<file path="src/rtl/quick_uart_pkg.sv">
// -----------------------------------------------------------------------------
// quick_uart_pkg
// Shared types and helpers for the quick_uart transmit-side arbiter.
//   arb_state_e : arbiter FSM states (IDLE arbitrates, LOCKED forwards bytes).
//   arb_dbg_t   : debug snapshot of the arbiter FSM (state, rr_ptr, burst_cnt),
//                 fixed-width so it is independent of the block parameters.
//   clog2_min1  : $clog2 that never returns 0, so a 1-requester build still
//                 gets a 1-bit grant index.
// -----------------------------------------------------------------------------
package quick_uart_pkg;

  // Debug field widths cover the full legal parameter range (NUM_REQ <= 16).
  localparam int unsigned DBG_PTR_W = 4;
  localparam int unsigned DBG_CNT_W = 16;

  typedef enum logic {
    ARB_IDLE   = 1'b0,
    ARB_LOCKED = 1'b1
  } arb_state_e;

  typedef struct packed {
    arb_state_e             state;
    logic [DBG_PTR_W-1:0]   rr_ptr;
    logic [DBG_CNT_W-1:0]   burst_cnt;
  } arb_dbg_t;

  function automatic int clog2_min1(input int n);
    return (n <= 2) ? 1 : $clog2(n);
  endfunction

endpackage

</file>
<file path="src/rtl/quick_uart_rr_pick.sv">
// -----------------------------------------------------------------------------
// quick_uart_rr_pick
// Combinational round-robin priority scan. Starting at ptr_i and moving upward
// (modulo NUM_REQ) it returns the first set bit of req_i.
// Ports:
//   req_i   [NUM_REQ] request vector
//   ptr_i   [IW]      index with the highest priority (must be < NUM_REQ)
//   found_o           at least one request is set
//   idx_o   [IW]      index of the first set request in scan order
// -----------------------------------------------------------------------------
module quick_uart_rr_pick
  import quick_uart_pkg::*;
#(
  parameter  int NUM_REQ = 4,
  localparam int IW      = clog2_min1(NUM_REQ)
) (
  input  logic [NUM_REQ-1:0] req_i,
  input  logic [IW-1:0]      ptr_i,
  output logic               found_o,
  output logic [IW-1:0]      idx_o
);

  // One extra bit so ptr + offset (at most 2*NUM_REQ-2) never overflows
  // before the modulo fold.
  logic [IW:0] pos;

  // Scanning from the farthest offset down to offset 0 lets the closest
  // requester (smallest offset from ptr_i) overwrite any farther match.
  always_comb begin
    found_o = 1'b0;
    idx_o   = '0;
    pos     = '0;
    for (int off = NUM_REQ - 1; off >= 0; off--) begin
      pos = {1'b0, ptr_i} + (IW+1)'(off);
      if (pos >= (IW+1)'(NUM_REQ)) begin
        pos = pos - (IW+1)'(NUM_REQ);
      end
      if (req_i[pos[IW-1:0]]) begin
        found_o = 1'b1;
        idx_o   = pos[IW-1:0];
      end
    end
  end

endmodule

</file>
<file path="src/rtl/quick_uart_tx_arbiter.sv">
// -----------------------------------------------------------------------------
// quick_uart_tx_arbiter
// Round-robin arbiter sharing one quick_uart_tx between NUM_REQ byte-stream
// requesters. A grant is held for a whole message: it ends on the handshake
// carrying req_last_i, or after MAX_BURST bytes (MAX_BURST = 0: no cap).
// Arbitration takes one IDLE cycle; while LOCKED the granted channel is passed
// straight through to the UART.
//
// Handshake semantics (all channels): a byte moves on a cycle where valid and
// ready are both high at the rising clock edge. A source must hold valid and
// data stable until that happens; ready may change freely. The arbiter never
// drops tx_valid_o on its own while LOCKED, only when the granted source does.
//
// Ports:
//   clk_i, rst_ni        clock, asynchronous active-low reset
//   req_valid_i [N]      per-requester byte valid
//   req_data_i  [N*DB]   requester k at bits [k*DATA_BITS +: DATA_BITS]
//   req_last_i  [N]      final byte of a requester's message
//   req_ready_o [N]      per-requester ready (only the granted bit can be 1)
//   tx_valid_o, tx_data_o, tx_ready_i   byte port toward quick_uart_tx
//   grant_o              current / most recent granted requester
//   busy_o               high while LOCKED
//   dbg_o                FSM state, rr_ptr and burst counter snapshot
// -----------------------------------------------------------------------------
module quick_uart_tx_arbiter
  import quick_uart_pkg::*;
#(
  parameter  int NUM_REQ   = 4,
  parameter  int DATA_BITS = 8,
  parameter  int MAX_BURST = 16,
  localparam int GW        = clog2_min1(NUM_REQ),
  localparam int CW        = clog2_min1(MAX_BURST + 1)
) (
  input  logic                           clk_i,
  input  logic                           rst_ni,
  input  logic [NUM_REQ-1:0]             req_valid_i,
  input  logic [NUM_REQ*DATA_BITS-1:0]   req_data_i,
  input  logic [NUM_REQ-1:0]             req_last_i,
  output logic [NUM_REQ-1:0]             req_ready_o,
  output logic                           tx_valid_o,
  output logic [DATA_BITS-1:0]           tx_data_o,
  input  logic                           tx_ready_i,
  output logic [GW-1:0]                  grant_o,
  output logic                           busy_o,
  output arb_dbg_t                       dbg_o
);

  // ---------------------------------------------------------------------------
  // State
  // ---------------------------------------------------------------------------
  arb_state_e    state_q;
  logic [GW-1:0] grant_q;
  logic [GW-1:0] rr_ptr_q;
  logic [GW-1:0] rr_ptr_d;
  logic [CW-1:0] burst_cnt_q;
  logic          busy_q;

  logic          pick_found;
  logic [GW-1:0] pick_idx;

  logic          hs;
  logic          cap_hit;
  logic          burst_end;

  // ---------------------------------------------------------------------------
  // Round-robin scan over the raw valid vector
  // ---------------------------------------------------------------------------
  quick_uart_rr_pick #(
    .NUM_REQ (NUM_REQ)
  ) u_rr_pick (
    .req_i   (req_valid_i),
    .ptr_i   (rr_ptr_q),
    .found_o (pick_found),
    .idx_o   (pick_idx)
  );

  // ---------------------------------------------------------------------------
  // Pass-through. Gated by the registered state, so an asynchronous reset
  // drops the lock and all of these outputs without waiting for a clock edge.
  // ---------------------------------------------------------------------------
  always_comb begin
    tx_valid_o  = 1'b0;
    tx_data_o   = '0;
    req_ready_o = '0;
    if (state_q == ARB_LOCKED) begin
      tx_valid_o           = req_valid_i[grant_q];
      tx_data_o            = req_data_i[grant_q*DATA_BITS +: DATA_BITS];
      req_ready_o[grant_q] = tx_ready_i;
    end
  end

  assign hs = tx_valid_o && tx_ready_i;

  // The cap compares the count including the byte moving this cycle.
  always_comb begin
    cap_hit = 1'b0;
    if (MAX_BURST != 0) begin
      cap_hit = (({1'b0, burst_cnt_q} + 1'b1) == (CW+1)'(MAX_BURST));
    end
  end

  // last and cap on the same handshake are a single burst end.
  assign burst_end = hs && (req_last_i[grant_q] || cap_hit);

  // The requester just served drops to lowest priority; wrap explicitly so
  // non-power-of-two NUM_REQ folds back to 0.
  assign rr_ptr_d = (grant_q == GW'(NUM_REQ - 1)) ? '0 : grant_q + 1'b1;

  // ---------------------------------------------------------------------------
  // FSM
  // ---------------------------------------------------------------------------
  always_ff @(posedge clk_i or negedge rst_ni) begin
    if (!rst_ni) begin
      state_q     <= ARB_IDLE;
      grant_q     <= '0;
      rr_ptr_q    <= '0;
      burst_cnt_q <= '0;
      busy_q      <= 1'b0;
    end else begin
      case (state_q)
        ARB_IDLE: begin
          if (pick_found) begin
            grant_q     <= pick_idx;
            burst_cnt_q <= '0;
            busy_q      <= 1'b1;
            state_q     <= ARB_LOCKED;
          end
        end
        ARB_LOCKED: begin
          // No timeout: an idle granted channel keeps the lock.
          if (burst_end) begin
            rr_ptr_q    <= rr_ptr_d;
            burst_cnt_q <= '0;
            busy_q      <= 1'b0;
            state_q     <= ARB_IDLE;
          end else if (hs) begin
            burst_cnt_q <= burst_cnt_q + 1'b1;
          end
        end
        default: begin
          state_q <= ARB_IDLE;
          busy_q  <= 1'b0;
        end
      endcase
    end
  end

  assign grant_o = grant_q;
  assign busy_o  = busy_q;

  always_comb begin
    dbg_o           = '0;
    dbg_o.state     = state_q;
    dbg_o.rr_ptr    = DBG_PTR_W'(rr_ptr_q);
    dbg_o.burst_cnt = DBG_CNT_W'(burst_cnt_q);
  end

endmodule
</file>
<file path="config.mk">
export PLATFORM = sky130hd
export DESIGN_NAME = quick_uart_tx_arbiter
export DESIGN_NICKNAME = d
export VERILOG_FILES = /design/src/rtl/quick_uart_pkg.sv /design/src/rtl/quick_uart_rr_pick.sv /design/src/rtl/quick_uart_tx_arbiter.sv
export SDC_FILE = /design/constraint.sdc
export NUM_CORES = 1
export LEC_CHECK = 0
export CAP_MARGIN = 20
export CORE_AREA = 2 2 63 65
export CTS_CLUSTER_DIAMETER = 60
export DETAILED_ROUTE_END_ITERATION = 6
export DIE_AREA = 0 0 65 67
export PLACE_DENSITY = 0.84
export SETUP_SLACK_MARGIN = 0.05
export SLEW_MARGIN = 10
export SYNTH_ARGS = -nofsm -noshare
export SYNTH_HDL_FRONTEND = slang
export SYNTH_SLANG_ARGS = --single-unit
</file>
<file path="constraint.sdc">
create_clock -name clk_i -period 2 [get_ports clk_i]
set_clock_uncertainty 0.2 [all_clocks]
set_input_delay 0.6 -clock clk_i [delete_from_list [all_inputs] [get_ports clk_i]]
set_output_delay 0.6 -clock clk_i [all_outputs]
set_load 0.03 [all_outputs]
</file>
==> results_dict.tcl, run 1 <==
set metrics [dict create \
    clock_sinks 11 \
    worstPathCellList "clkdlybuf4s15_1 > mux4_2 > and2_4 > buf_6" \
    rsz0062_at_grt "yes" \
    pre_cts_ws_ps -1089 \
    clkPwrFrac_pct 8.5 \
    fin_crit_ps 2358 \
    start_kind "primary input" \
    worstSetupEndpointType "output pin" \
    yosys_warnings 0 \
    grtUsageTotal_pct 15.22 \
    root_buffer "clkbuf_8" \
    seqPwrFrac_pct 13.6 \
    fin_nets 249 \
    power.density_nw_per_um2 1256 \
    combPwrFrac_pct 77.9 \
    grt_max_degree 14 \
    critPathKind "in -> out" \
    holdWs_ps 295.2 \
    grt_pass1_vias 1104 \
    power_leakage_nw 1.001 \
    syn2layout_area_growth_pct 91.02 \
    core_area_um2 3606 \
    clk_path_buf_depth 2 \
    drv_slew 0 \
    avgSynthCellArea_um2 10.07 \
    clk_latency_ps 230 \
    cp_max_fo 2 \
    grt_overflow_total 0 \
    yosys.area.top_type_share_pct 25.32 \
    io_buffers 66 \
    p_int_mw 1.479 \
    wl_per_cell_um 13.68 \
    route.detailed.drc 0 \
    syn-cell-area_um2 1087 \
    grt_antenna_before_repair 0 \
    maxCapViolCount 0 \
    die_h_um 67 \
    drtIter0Drc 29 \
    slowest_stage "mux4_2" \
    cts_max_level 1 \
    critical_path_buf_inv_count 2 \
    die_x_um 65 \
    grt_pass1_wl_um 5147 \
    pin_count 80 \
    vias 1138 \
    start_util_pct 30.15 \
    post-route-period-util_pct 117.9 \
    hold_viol_final 0 \
    setup_ws_ps -358.5 \
    synthCells 108 \
    cts_buffers 3 \
    final_util_pct 57.60 \
    sw_frac_of_total_pct 43.31 \
    cts_tree "done" \
    p_sw_mw 1.130 \
    ys_ff_latch 11 \
    rows 22 \
    die_area_um2 4355 \
    ys_seq_area_share_pct 25.32 \
    worst_pin_slew_ps 504.3 \
    diodes 0 \
    yosys.area.top_type "dfrtp_1" \
    wirelength_um 3392 \
    slowest_delay_ps 480 \
    critPathTopFamily "multiplexers" \
    fmax_mhz 424.0 \
    drive_gt1_share_pct 43.00 \
    post_drt_via_cell_ratio 4.589 \
    hold_class "reg -> reg" \
    cts.clk_slew.worst_paths_ps 50 \
    vdd_drop_max_uv 620.2 \
    gp_congestion 0.8447 \
    status "complete, but fails checks" \
    slew_headroom_pct 66.27 \
    synthDistinctLibCells 35 \
    cp_data_required_time_ps 1200 \
    fin_tns_setup_ps -4351 \
    synth_area_leaders "dfrtp_1 (25%), mux4_2 (21%), buf_4 (9.7%), ha_1 (5.8%), and2_1 (5.2%)" \
    violations "setup timing" \
    hpwl_um 2584 \
    worstPathArrival_ps 1560 \
    postCtsHoldBufs 0 \
    drt_pass1_iterations 4 \
    setup_viol 20 \
    ant_nets 0 \
]
==> cells in the final DEF (no fill, tap or decap), drive strengths merged <==
cell	n
nand3b	1
a221oi	1
conb	13
and4b	1
or4	1
a31oi	1
buf	44
mux2	2
xor2	2
mux2i	1
o22ai	1
o21a	1
mux4	10
nand2	9
and3	5
o2bb2ai	1
nor2	3
o21ai	9
a21oi	2
inv	5
nand2b	2
nand3	3
clkdlybuf4s15	28
dfrtp	11
a21o	1
clkbuf	4
nor2b	2
dlygate4sd2	20
clkdlybuf4s50	1
o211ai	1
and2	9
ha	5
==> kinds of logic (layout without fill, tap and decap cells) <==
group                      Yosys count  count (layout)  share of synthesized area [%]
muxes                               13              13                          24.05
buffers and inverters               22             102                          12.66
and+or+nand+nor                     36              36                          19.10
AOI/OAI and AO/OA                   18              18                          11.16
other                                1              13                         0.3449
xor gates and xnor gates             2               2                          1.611
adders and majority gates            5               5                          5.754
DFF                                 11              11                          25.32
==> routing by layer <==
layer,global-route usage [%],share of wire (%),vias up
met1,15.99,36,539
met5,0,0,-
met2,30.54,54,52
li1,-,-,547
met3,4.899,10,0
met4,0.7979,0,0
==> metrics by stage <==
| step | cell area, um2 | std cells | total power [mW] |
|---|---|---|---|
| finish | 2077 | 248 | 2.609 |
| global route | 2077 | 248 | 2.767 |
| CTS | 2041 | 246 | 2.581 |
| detailed placement | 1946 | 238 | 2.253 |
| global placement | 1946 | 238 | 2.228 |
| floorplan | 1194 | 120 | 1.569 |
==> sequential cells by signal, summed over array words and instances (netlist names) <==
| register | flops |
|---|---|
| rr_ptr_q | 2 |
| state_q | 1 |
| burst_cnt_q | 5 |
| busy_o | 1 |
| grant_o | 2 |
==> path summary, 6_finish.rpt <==
path                       depth (start not counted)            from  slack, ps             end
min in group asynchronous                          1          rst_ni        500  burst_cnt_q[1]
setup reg to reg                                   6      grant_o[0]        -60     rr_ptr_q[0]
hold / removal                                     1          busy_o        300          busy_o
max in group asynchronous                          1          rst_ni        730      grant_o[0]
hold reg to reg                                    1          busy_o        300          busy_o
setup / recovery                                   4  req_valid_i[3]       -360      tx_valid_o
==> Yosys cell counts, drive strengths merged <==
master,number
buf,16
dfrtp,11
mux4,10
and2,9
nand2,9
o21ai,9
and3,5
ha,5
inv,5
nand3,3
nor2,3
a21oi,2
mux2,2
nand2b,2
nor2b,2
xor2,2
a21o,1
a221oi,1
a31oi,1
and4b,1
clkbuf,1
conb,1
mux2i,1
nand3b,1
o211ai,1
o21a,1
o22ai,1
o2bb2ai,1
or4,1
==> repair_timing <==
item                                    in CTS  in global routing
pin swaps                                   12                  0
endpoints found under the setup margin      31                 23
gates cloned                                 0                  0
gates resized for setup                    149                  9
setup buffers                                4                  2
==> power by group through the flow <==
stage,clock [mW],sequential [mW],combinational (mW)
finish,0.221,0.356,2.03
global route,0.238,0.366,2.16
CTS,0.227,0.355,2.00
detailed placement,0,0.397,1.86
global placement,0,0.392,1.84
floorplan,0,0.521,1.05
==> cell type report <==
cell class	instances	area, um2
sequential	11	277.8
timing repair buffer	93	878.3
tap	48	60.06
multi-input combinational	87	794.5
inverter	5	21.27
clock buffer	4	45.04
fill	316	1529
Note: power is estimated with default switching activity, not from simulation.
==> run 2: changes to the inputs <==
--- a/config.mk
+++ b/config.mk
@@ -7,7 +7,7 @@
 export LEC_CHECK = 0
 export CAP_MARGIN = 20
 export CORE_AREA = 2 2 63 65
-export CTS_CLUSTER_DIAMETER = 60
+export CTS_CLUSTER_DIAMETER = 30
 export DETAILED_ROUTE_END_ITERATION = 6
 export DIE_AREA = 0 0 65 67
 export PLACE_DENSITY = 0.84
==> results of run 2 <==
Final layout, timing and power as in run 1 (identical DEF).
==> edit 1 (config.mk and constraints of run 1) <==
Set the package constant `DBG_CNT_W` to 24 (it was 16).
--- a/src/rtl/quick_uart_pkg.sv
+++ b/src/rtl/quick_uart_pkg.sv
@@ -13,3 +13,3 @@
   localparam int unsigned DBG_PTR_W = 4;
-  localparam int unsigned DBG_CNT_W = 16;
+  localparam int unsigned DBG_CNT_W = 24;
 
Ports: changed (resized dbg_o); port bits go from 80 to 88. No check against the original RTL was run, so the function may have changed too.
==> edit 1 against run 1 <==
The flow still finishes with violations (negative setup slack). Cell count is 3.6% higher. Clock power fell by 2%. First-iteration DRC count grew 3.4%. Worst hold slack worse by 0.017 ns. Power increased by 1.2%. Sequential cell count unchanged. Design area is 0.60% higher. Routed wire length is 2.3% lower. Critical path depth is the same. Non-clock buffer count rose by 1. Area after synthesis increased by 5.5%. Worst setup slack got worse by 0.043 ns. Largest power group unchanged.
==> edit 1: results (changes against run 1) <==
total track usage=14.6% (-0.59 points); placed instance area=1960 sq um (+0.51%); Netlist cell types=35 (unchanged); Setup crit end=tx_valid_o; n_diodes=0 (unchanged); synth cell count leaders=buf_4 (22), dfrtp_1 (11), mux4_2 (10); layout cells sized above 1=40.7% (-2.3 points); Final setup viols=21 (+5.0%); nets=258 (+3.6%); Hold EP=busy_o$_DFFE_PN0P_; CTS Buf Count=3 (unchanged); multiplexer share of the synthesized area=22.8% (-1.3 points); CP arrival=1.60 ns (+0.04 ns); Switch Pwr=1140 uW (+0.92%); H-tree depth=1 (unchanged); vias in the first global route=1067 (-3.4%); Place WS=-1.05 ns (+0.0368 ns); grt met2 use=26.7% (-3.9 points); Post-synth ARST share=100% (unchanged); CP Launch Point=req_valid_i[0]; failing checks=negative setup slack; met1 Resource Use GR=16.4% (+0.46 points); compound-cell area share of the yosys netlist=10.6% (-0.58 points); wire length of the first global-routing pass=4910 um (-4.7%); post-synthesis sequential area ratio=24.0% (-1.3 points); worst vdd ir=0.466 mV (-25%); Switching Share=43.2% (-0.12 points); CP Max Fanout=2 (unchanged); CP peak stage delay=0.46 ns (-0.02 ns); max reg flops=5 (unchanged); placer congestion estimate=0.818 (-3.2%); worst hold slack=0.278 ns (-0.0167 ns); r2r setup slk=-0.10 ns (-0.04 ns); largest net degree at the start of global routing=15 (+1); placed cells=245 (+2.9%); met3 usage=4.05% (-0.84 points); clk buf depth=2 (unchanged); TNS Setup=-5.39 ns (-1.04 ns); status=complete, but fails checks; worst r2r path cells=6 (unchanged); DR iter-0 viols=30 (+3.4%); leakage=0.00105 uW (+4.7%); Vias/cell=4.49 (-2.2%); Synth area leaders=dfrtp_1 (24%), mux4_2 (20%), buf_4 (14%); dpl hpwl=2570 um (-0.57%); Pre-antenna DRT Iters=3 (-1); cells after synthesis=116 (+7.4%); sequential group power=417 uW (+17%); final worst setup slack=-0.402 ns (-0.0433 ns); clk root buf=clkbuf_8; Hold Path Depth=1 (unchanged); XOR/XNOR share of the synthesized area=1.53% (-0.084 points); Main synth FF type=dfrtp_1; wire per inst=12.9 um (-5.7%); total number of vias=1153 (+1.3%); Synth Area in Adders=5.45% (-0.30 points); clock-pin slew on the worst setup and hold paths=0.05 ns (about the same); # fillers=334 (+5.7%)
edit 1: cell count changes after synthesis:
cell	run 1	this run
buf_4	14	22
edit 1: final cells by class:
| cell class | instances | area (sq um) | share of cell area [%] |
|---|---|---|---|
| multi-input cells | 95 | 822 | 39.3 |
| well taps | 48 | 60.1 | 2.87 |
| inverters | 5 | 21.3 | 1.02 |
| repair buffers | 94 | 861 | 41.2 |
| clock buffers | 4 | 45.0 | 2.16 |
| flip-flops and latches | 11 | 280 | 13.4 |
edit 1: repair_timing:
action / 4_1_cts / 5_1_grt
setup buffers: 7 / 1
gates resized for setup: 129 / 7
setup endpoints to repair: 31 / 24
pin swaps: 3 / 0
edit 1: per-layer routing:
metal | up-vias | wire length [um]
met5 | - | 0
met4 | 0 | 47
met1 | 532 | 1280
li1 | 557 | -
met3 | 4 | 354
met2 | 60 | 1630
edit 1: worst max-delay path, delay by kind of cell:
kind	cells	cell delay, ns
multiplexers	1	0.46
AND/OR/NAND/NOR	1	0.17
buffers and inverters	2	0.37
==> edit 2 (flow settings as in run 1) <==
Made on the original files. Register the output `dbg_o`; this adds one clock of latency there. The other outputs are not delayed to match.
--- a/src/rtl/quick_uart_tx_arbiter.sv
+++ b/src/rtl/quick_uart_tx_arbiter.sv
@@ -46,2 +46,4 @@
 );
+
+  arb_dbg_t dbg_d;
 
@@ -151,6 +153,10 @@
   always_comb begin
-    dbg_o           = '0;
-    dbg_o.state     = state_q;
-    dbg_o.rr_ptr    = DBG_PTR_W'(rr_ptr_q);
-    dbg_o.burst_cnt = DBG_CNT_W'(burst_cnt_q);
+    dbg_d           = '0;
+    dbg_d.state     = state_q;
+    dbg_d.rr_ptr    = DBG_PTR_W'(rr_ptr_q);
+    dbg_d.burst_cnt = DBG_CNT_W'(burst_cnt_q);
+  end
+
+  always_ff @(posedge clk_i) begin
+    dbg_o <= dbg_d;
   end
Check against the original RTL: not equivalent (a bounded check fails within 4 cycles, from zero or initial values and one cycle with rst_ni low).
==> edit 2 against run 1 <==
The run still ends with negative setup slack left. Design area increased by 15%. Worst hold slack got worse by 0.034 ns. Area after synthesis increased by 18%. Sequential cell count increased by 8. Combinational power increased by 25%. Register-to-register slack got worse by 0.32 ns. Synthesized cell count increased by 9.3%. Power increased by 33%. Core utilization increased by 8.8 points. Worst setup slack got worse by 0.093 ns. Routed wire length increased by 42%. Critical endpoint is now tx_data_o[0]. Largest power group unchanged.
==> edit 2: results (changes against run 1) <==
status=complete, but fails checks; failing checks=negative setup slack; total track usage=21.9% (+6.6 points); CP Max Fanout=1 (-1); Hold Startpoint=burst_cnt_q[4]$_DFFE_PN0P_; Post-synth ARST share=57.9% (-42 points); multi-input gate share of the layout cell area=37.6% (-0.62 points); dpl hpwl=2900 um (+12%); Synth area leaders=dfrtp_1 (21%), mux4_2 (16%), dfxtp_1 (12%); final worst setup slack=-0.452 ns (-0.0934 ns); placed cells=249 (+4.6%); Clock buf/inv share=1.93% (-0.23 points); comb_multi_in=90 (+3.4%); CP Launch Point=req_data_i[24]; Final setup viols=22 (+10%); worst r2r path cells=8 (+2); Post-CTS Setup Repair Bufs=11 (+7); placed instance area=2120 sq um (+9.1%); leakage=0.00111 uW (+11%); multiplexer share of the synthesized area=20.4% (-3.6 points); reg2reg end=rr_ptr_q[1]$_DFFE_PN0P_; worst vdd ir=0.533 mV (-14%); wire per inst=18.2 um (+33%); Setup crit end=tx_data_o[0]; non-clk buf share=38.6% (-3.7 points); Hold Path Depth=0 (-1); CP arrival=1.65 ns (+0.09 ns); vias in the first global route=1322 (+20%); clock-pin slew on the worst setup and hold paths=0.07 ns (+0.02 ns)
==> edit 2: changes by cell type after synthesis, moves of 2 or more <==
cell            run 1  this run
dfxtp_1             0         8
a32o_1              0         2
inv_1               5         3
o21ai_0             8         2
o21ai_2             0         2
o21ai_1             1         4
mux2i_1             1         3
==> edit 2: report_power, final <==
group	total, uW	internal (uW)	switching [uW]
Combinational	2530	1300	1230
Clock	265	138	127
Sequential	672	530	142
==> edit 2: cells by family after synthesis <==
family / after synthesis
DFF: 19
other: 1
muxes: 14
buffers and inverters: 21
AOI/OAI and AO/OA: 19
adders and majority gates: 5
xor gates and xnor gates: 1
and+or+nand+nor: 38
==> edit 2: per-layer routing <==
metal | up-vias | GRT usage, % | wire (um)
met5 | - | 0 | 0
li1 | 597 | - | -
met2 | 50 | 41.8 | 2740
met3 | 16 | 2.70 | 173
met4 | 0 | 10.1 | 183
met1 | 651 | 23.8 | 1720
